==> src/rtl/spi_seq_pkg.sv <==
// Shared types and width helpers for the SPI table sequencer.
package spi_seq_pkg;

  typedef enum logic [2:0] {
    StIdle,
    StIssue,
    StWaitAck,
    StWaitDone,
    StGap,
    StFinish
  } state_e;

  // Word width of the shared SPI master.
  localparam int unsigned SpiWordW = 20;

  // Table index width; never narrower than one bit.
  function automatic int unsigned idx_width(input int unsigned depth);
    return (depth > 1) ? $clog2(depth) : 1;
  endfunction

  // Sequence length width: one extra bit so that len == depth is representable.
  function automatic int unsigned len_width(input int unsigned depth);
    return idx_width(depth) + 1;
  endfunction

endpackage

==> src/rtl/spi_seq_table.sv <==
// DEPTH x WORD_W word table: one synchronous write port, one asynchronous read port.
// Contents are deliberately not reset.
module spi_seq_table
  import spi_seq_pkg::*;
#(
  parameter int unsigned DEPTH  = 16,
  parameter int unsigned WORD_W = SpiWordW
) (
  input  logic                        clk_in,
  input  logic                        we_in,
  input  logic [idx_width(DEPTH)-1:0] waddr_in,
  input  logic [WORD_W-1:0]           wdata_in,
  input  logic [idx_width(DEPTH)-1:0] raddr_in,
  output logic [WORD_W-1:0]           rdata_out
);

  logic [WORD_W-1:0] mem_q [DEPTH];

  // Write port: new word visible on the read port from the next cycle.
  always_ff @(posedge clk_in) begin
    if (we_in) begin
      mem_q[waddr_in] <= wdata_in;
    end
  end

  assign rdata_out = mem_q[raddr_in];

endmodule

==> src/rtl/spi_seq_ctrl.sv <==
// Sequencer that walks the word table through the shared SPI master one transaction at a
// time, captures each returned word and pulses done at the end of the sequence.
// Optional watchdog on the SPI handshake: define SPI_SEQ_TIMEOUT_EN.
module spi_seq_ctrl
  import spi_seq_pkg::*;
#(
  parameter int unsigned DEPTH          = 16,
  parameter int unsigned WORD_W         = SpiWordW,
  parameter int unsigned GAP_CYCLES     = 8,
  parameter int unsigned TIMEOUT_CYCLES = 4096
) (
  input  logic                        clk_in,
  input  logic                        rst_in,
  input  logic                        cfg_we_in,
  input  logic [idx_width(DEPTH)-1:0] cfg_addr_in,
  input  logic [WORD_W-1:0]           cfg_data_in,
  input  logic [len_width(DEPTH)-1:0] seq_len_in,
  input  logic                        start_in,
  output logic                        busy_out,
  output logic                        done_out,
  output logic                        err_out,
  output logic [WORD_W-1:0]           rx_data_out,
  output logic [idx_width(DEPTH)-1:0] rx_idx_out,
  output logic                        rx_valid_out,
  output logic [WORD_W-1:0]           spi_data_out,
  output logic                        spi_trigger_out,
  input  logic                        spi_busy_in,
  input  logic                        spi_valid_in,
  input  logic [WORD_W-1:0]           spi_rdata_in
);

  localparam int unsigned IdxW    = idx_width(DEPTH);
  localparam int unsigned LenW    = len_width(DEPTH);
  localparam int unsigned GapW    = (GAP_CYCLES > 1) ? $clog2(GAP_CYCLES) : 1;
  // GAP_CYCLES = 0 still spends one pass-through cycle in GAP.
  localparam int unsigned GapLast = (GAP_CYCLES > 0) ? GAP_CYCLES - 1 : 0;

  state_e            state_q, state_d;
  logic [IdxW-1:0]   idx_q, idx_d;
  logic [LenW-1:0]   len_q, len_d;
  logic [GapW-1:0]   gap_q, gap_d;
  logic              done_q, done_d;
  logic              err_q, err_d;
  logic [WORD_W-1:0] rx_data_q, rx_data_d;
  logic [IdxW-1:0]   rx_idx_q, rx_idx_d;
  logic              rx_valid_q, rx_valid_d;
  logic [WORD_W-1:0] spi_data_q, spi_data_d;
  logic [WORD_W-1:0] tbl_rdata;
  logic              to_hit;

  spi_seq_table #(
    .DEPTH  (DEPTH),
    .WORD_W (WORD_W)
  ) u_table (
    .clk_in    (clk_in),
    .we_in     (cfg_we_in && (state_q == StIdle)),
    .waddr_in  (cfg_addr_in),
    .wdata_in  (cfg_data_in),
    .raddr_in  (idx_d),
    .rdata_out (tbl_rdata)
  );

`ifdef SPI_SEQ_TIMEOUT_EN
  localparam int unsigned ToW = (TIMEOUT_CYCLES > 1) ? $clog2(TIMEOUT_CYCLES) : 1;

  logic [ToW-1:0] to_q, to_d;

  // Watchdog restarts on every state change, so WAIT_ACK and WAIT_DONE each get a full budget.
  always_comb begin
    to_d = (state_d != state_q) ? '0 : to_q + ToW'(1);
  end

  // Watchdog counter register.
  always_ff @(posedge clk_in) begin
    if (rst_in) begin
      to_q <= '0;
    end else begin
      to_q <= to_d;
    end
  end

  assign to_hit = (state_q inside {StWaitAck, StWaitDone}) &&
                  (to_q == ToW'(TIMEOUT_CYCLES - 1));
`else
  assign to_hit = 1'b0;
`endif

  // Next-state, counters, capture and trigger.
  always_comb begin
    state_d         = state_q;
    idx_d           = idx_q;
    len_d           = len_q;
    gap_d           = gap_q;
    done_d          = 1'b0;
    err_d           = err_q;
    rx_data_d       = rx_data_q;
    rx_idx_d        = rx_idx_q;
    rx_valid_d      = 1'b0;
    spi_trigger_out = 1'b0;

    unique case (state_q)
      StIdle: begin
        if (start_in) begin
          len_d   = (seq_len_in > LenW'(DEPTH)) ? LenW'(DEPTH) : seq_len_in;
          idx_d   = '0;
          err_d   = 1'b0;
          state_d = (len_d == '0) ? StFinish : StIssue;
        end
      end
      StIssue: begin
        if (!spi_busy_in) begin
          spi_trigger_out = 1'b1;
          state_d         = StWaitAck;
        end
      end
      StWaitAck: begin
        if (spi_busy_in) begin
          state_d = StWaitDone;
        end else if (to_hit) begin
          err_d   = 1'b1;
          state_d = StFinish;
        end
      end
      StWaitDone: begin
        // A valid coincident with the busy fall is still captured.
        if (spi_valid_in) begin
          rx_data_d  = spi_rdata_in;
          rx_idx_d   = idx_q;
          rx_valid_d = 1'b1;
        end
        if (!spi_busy_in) begin
          gap_d   = '0;
          state_d = StGap;
        end else if (to_hit) begin
          err_d   = 1'b1;
          state_d = StFinish;
        end
      end
      StGap: begin
        if (gap_q == GapW'(GapLast)) begin
          // Compare against len-1 so len == DEPTH never needs idx to wrap.
          if ({1'b0, idx_q} == len_q - LenW'(1)) begin
            state_d = StFinish;
          end else begin
            idx_d   = idx_q + IdxW'(1);
            state_d = StIssue;
          end
        end else begin
          gap_d = gap_q + GapW'(1);
        end
      end
      StFinish: begin
        done_d  = 1'b1;
        state_d = StIdle;
      end
      default: state_d = StIdle;
    endcase

    // Outgoing word is loaded on each entry to ISSUE and held until the next one.
    spi_data_d = ((state_d == StIssue) && (state_q != StIssue)) ? tbl_rdata : spi_data_q;
  end

  // State and output registers.
  always_ff @(posedge clk_in) begin
    if (rst_in) begin
      state_q    <= StIdle;
      idx_q      <= '0;
      len_q      <= '0;
      gap_q      <= '0;
      done_q     <= 1'b0;
      err_q      <= 1'b0;
      rx_data_q  <= '0;
      rx_idx_q   <= '0;
      rx_valid_q <= 1'b0;
      spi_data_q <= '0;
    end else begin
      state_q    <= state_d;
      idx_q      <= idx_d;
      len_q      <= len_d;
      gap_q      <= gap_d;
      done_q     <= done_d;
      err_q      <= err_d;
      rx_data_q  <= rx_data_d;
      rx_idx_q   <= rx_idx_d;
      rx_valid_q <= rx_valid_d;
      spi_data_q <= spi_data_d;
    end
  end

  assign busy_out     = state_q inside {StIssue, StWaitAck, StWaitDone, StGap};
  assign done_out     = done_q;
  assign err_out      = err_q;
  assign rx_data_out  = rx_data_q;
  assign rx_idx_out   = rx_idx_q;
  assign rx_valid_out = rx_valid_q;
  assign spi_data_out = spi_data_q;

endmodule

==> config.mk <==
export PLATFORM = sky130hd
export DESIGN_NAME = spi_seq_ctrl
export DESIGN_NICKNAME = d
export VERILOG_FILES = /design/src/rtl/spi_seq_pkg.sv /design/src/rtl/spi_seq_table.sv /design/src/rtl/spi_seq_ctrl.sv
export SDC_FILE = /design/constraint.sdc
export NUM_CORES = 1
export LEC_CHECK = 0
export CORE_UTILIZATION = 30
export CTS_BUF_LIST = sky130_fd_sc_hd__clkbuf_8
export DETAILED_ROUTE_END_ITERATION = 6
export SLEW_MARGIN = 10
export SYNTH_ARGS = -nofsm -noshare
export SYNTH_HDL_FRONTEND = slang
export SYNTH_SLANG_ARGS = --single-unit
==> constraint.sdc <==
create_clock -name clk_in -period 9.6 [get_ports clk_in]
set_input_delay 2.88 -clock clk_in [delete_from_list [all_inputs] [get_ports clk_in]]
set_output_delay 2.88 -clock clk_in [all_outputs]
set_load 0.1 [all_outputs]
==> impl_results.md <==
- Status: finished, final reports clean
- R2r setup slk: 5.38 ns
- Max Freq: 0.127 GHz
- #FFs+latches synth: 381
- Worst Path Arrival: 4.99 ns
- Clock Tree Buf Depth: 3
- Initial Util: 30.4%
- PD cells: 182 nW/µm²
- Area of the multi-input gates: 4190 µm²
- Number of CTS-inserted buffers: 61
- Warnings from Yosys: 0
- CTS Sinks: 381
- CP required: 6.72 ns
- Setup violators final: 0
- Post-CTS setup buffer count: 0
- Rel. slew slack: between 15 and 20%
- Setup crit start kind: input pin
- Top post-synthesis cells by area: edfxtp_1, dfxtp_1, nand2_1
- RSZ-0062 raised after global routing: false
- Wire per inst: 19.9 µm
- CP Max Fanout: 3
- Hold Violations, Final: 0
- Core Util, Final: between 30% and 40%
- GR Overflow Total: 0
- HP Class: flop to flop
- Clock power share: 38.8%
- Crit path time final: 7.87 ns
- Drt drc: 0
- Number of flops mapped to enable cells by yosys: 320
- Syn avg cell area: 13.9 µm²
- Initial antenna violation count: 1
- Post-CTS sizing: 0
- Hold-fix buffers at CTS: 0
- Clock skew: between 0.03 and 0.04 ns
- Synthesized area: 15300 µm²
- IO buf count: around 100
- CP Capture Type: output pin
- Die W: 228 µm
- Fillers: between 4k and 5k
- Final Wtd Congestion: about 0.74
- Leakage: 6.29 nW
- Final critical-path share of the clock period: 82.0%
- MaxCap Viol Count: 0
- Net switching power: about 790 µW
- Internal Pwr Total: roughly 2.5 mW
- Actual slew at the worst max-slew pin: 1.24 ns
- Routed vias/inst: 4.91
- Die Area: between 50000 and 60000 µm²
- First-pass GRT wire length: 58000 µm
- Layout cells sized above 1: between 10% and 20%
- CTS tree: built
- Gr usage total: 15.0%
- Area share of the largest cell type after synthesis: 63.0%
- DR pass1 iterations: 5
- Via count: 9526
- Die Y: 228 µm
- Ys async rst share: 0%
- Largest net degree at the start of global routing: 81
- Num rows: just over 80
- Worst IR Drop VDD: around 0.093 mV
- Main synth FF type: edfxtp_1
- Worst skew pair latency: 0.65 ns
- Final TNS setup: 0 ns
- Pins Over Slew Limit: 0
- Syn_nets: 1154
- Mapped Cells: 1095
- Number of global-route vias before repair: 9508
- Final #Nets: 1278
- Switching Share: 23.9%
- HPWL Detailed: 21600 µm
- Post-synthesis cell type count: 63
- Seq pwr share: between 50% and 60%
- CORE AREA: between 50000 and 60000 µm²
- Sequential area share after synthesis: 71.0%
- Post-Route WL: 38600 µm
- Io pins: 104
- Combinational Power Share: between 5 and 6%
- WS Path Type: input pin to output pin
- H-tree level count: 2
- Sequential standard cell area: ~11000 µm²
- Clk pin slew, worst setup/hold paths: approximately 0.060 ns
- Area delta synth->final: 19.5%
- Area leader, netlist: edfxtp_1
- 1st-iter DRT viols: 784
- Final ANT Viol Nets: 0
- Root Buffer: clkbuf_8
## flip-flops by register name, summed over array words and instances (netlist names), 3 cells and up
signal and count:
gap_q 3, idx_q 4, len_q 5, rx_idx_out 4, u_table.mem_q 320, rx_data_out 20, spi_data_out 20, state_q 3
## layout make-up
class	instances	share of cell area (%)
inverter	4	0.0824
antenna	1	0.0137
multi-input combinational	643	23.0
timing repair buffer	128	6.67
sequential	381	59.4
clock buffer	67	5.06
clock inverter	44	1.17
tap	672	4.61
## cells in the final DEF (no fill, tap or decap), types with 22 or more instances in the layout
master	netlist	final
clkbuf_8	0	67
a21oi_1	34	34
o21ai_0	41	41
mux2i_1	65	65
edfxtp_1	320	320
buf_4	3	26
inv_1	4	31
and3_1	22	22
dfxtp_1	61	61
nand3_1	60	59
clkdlybuf4s50_1	0	102
nand2_1	206	205
## stage by stage
step                      hold WS, ns  instance area, µm²  worst slack, ns  power [mW]  std cells
after floorplan                 0.436               15300             1.42        1.97       1095
after global routing            0.482               18200             1.63        3.44       1939
after CTS                       0.454               18200             1.73        3.36       1939
after global placement          0.441               17100             1.73        2.06       1828
after detailed placement        0.446               17100             1.75        2.07       1828
final                           0.455               18200             1.73        3.31       1940
## per-layer routing
| layer | share of wire [%] | vias up | global-route usage, % |
|---|---|---|---|
| met1 | 44 | 4728 | 20.2 |
| met4 | 1.8 | 2 | 3.90 |
| met5 | 0.031 | - | 0 |
| met2 | 47 | 341 | 24.4 |
| met3 | 7.1 | 61 | 3.11 |
| li1 | - | 4394 | - |
## power groups by stage
stage / Combinational, mW / Clock (mW) / Sequential, mW
floorplan: 0.0621 / 0 / 1.91
global placement: 0.194 / 0 / 1.87
detailed placement: 0.197 / 0 / 1.87
CTS: 0.198 / 1.33 / 1.83
global route: 0.208 / 1.39 / 1.83
finish: 0.197 / 1.29 / 1.83
## cells in the mapped netlist (all sizes together), types with 2 or more instances
| library cell | instances |
|---|---|
| edfxtp | 320 |
| xnor2 | 7 |
| o21ai | 42 |
| nor4 | 3 |
| nor4b | 2 |
| buf | 32 |
| o211ai | 2 |
| and3 | 22 |
| mux2i | 65 |
| nor2 | 28 |
| dfxtp | 61 |
| nand4 | 3 |
| inv | 4 |
| a21o | 19 |
| a41o | 19 |
| nand4b | 2 |
| nand3 | 60 |
| nand2b | 2 |
| a221oi | 2 |
| mux2 | 20 |
| a21boi | 20 |
| and2 | 4 |
| ha | 4 |
| nor3 | 12 |
| nor2b | 2 |
| clkbuf | 35 |
| nand3b | 4 |
| a32oi | 20 |
| a21oi | 34 |
| nand2 | 206 |
| o2111ai | 19 |
## worst paths after layout
path,end,cells past startpoint,start
worst min register to register,rx_data_out[9],2,rx_data_out[9]
worst min-delay path,rx_data_out[9],2,rx_data_out[9]
worst max register to register,spi_data_out[0],11,len_q[0]
worst max-delay path,spi_trigger_out,4,spi_busy_in
## worst max-delay path, stage by stage
cell,delay [ns]
clkdlybuf4s50_1,0.45
nor2b_1,0.23
nor3b_1,0.24
clkdlybuf4s50_1,1.18
## logic make-up after synthesis
family / Yosys count / synth area share (%)
compound gates: 189 / 9.19
xor+xnor: 9 / 0.607
fa+ha+maj: 4 / 0.328
buf+inv: 71 / 2.32
flops: 381 / 71.0
mux: 85 / 5.74
other cells: 1 / 0.0246
simple gates: 355 / 10.8
Power figures use the tool's default switching activity.
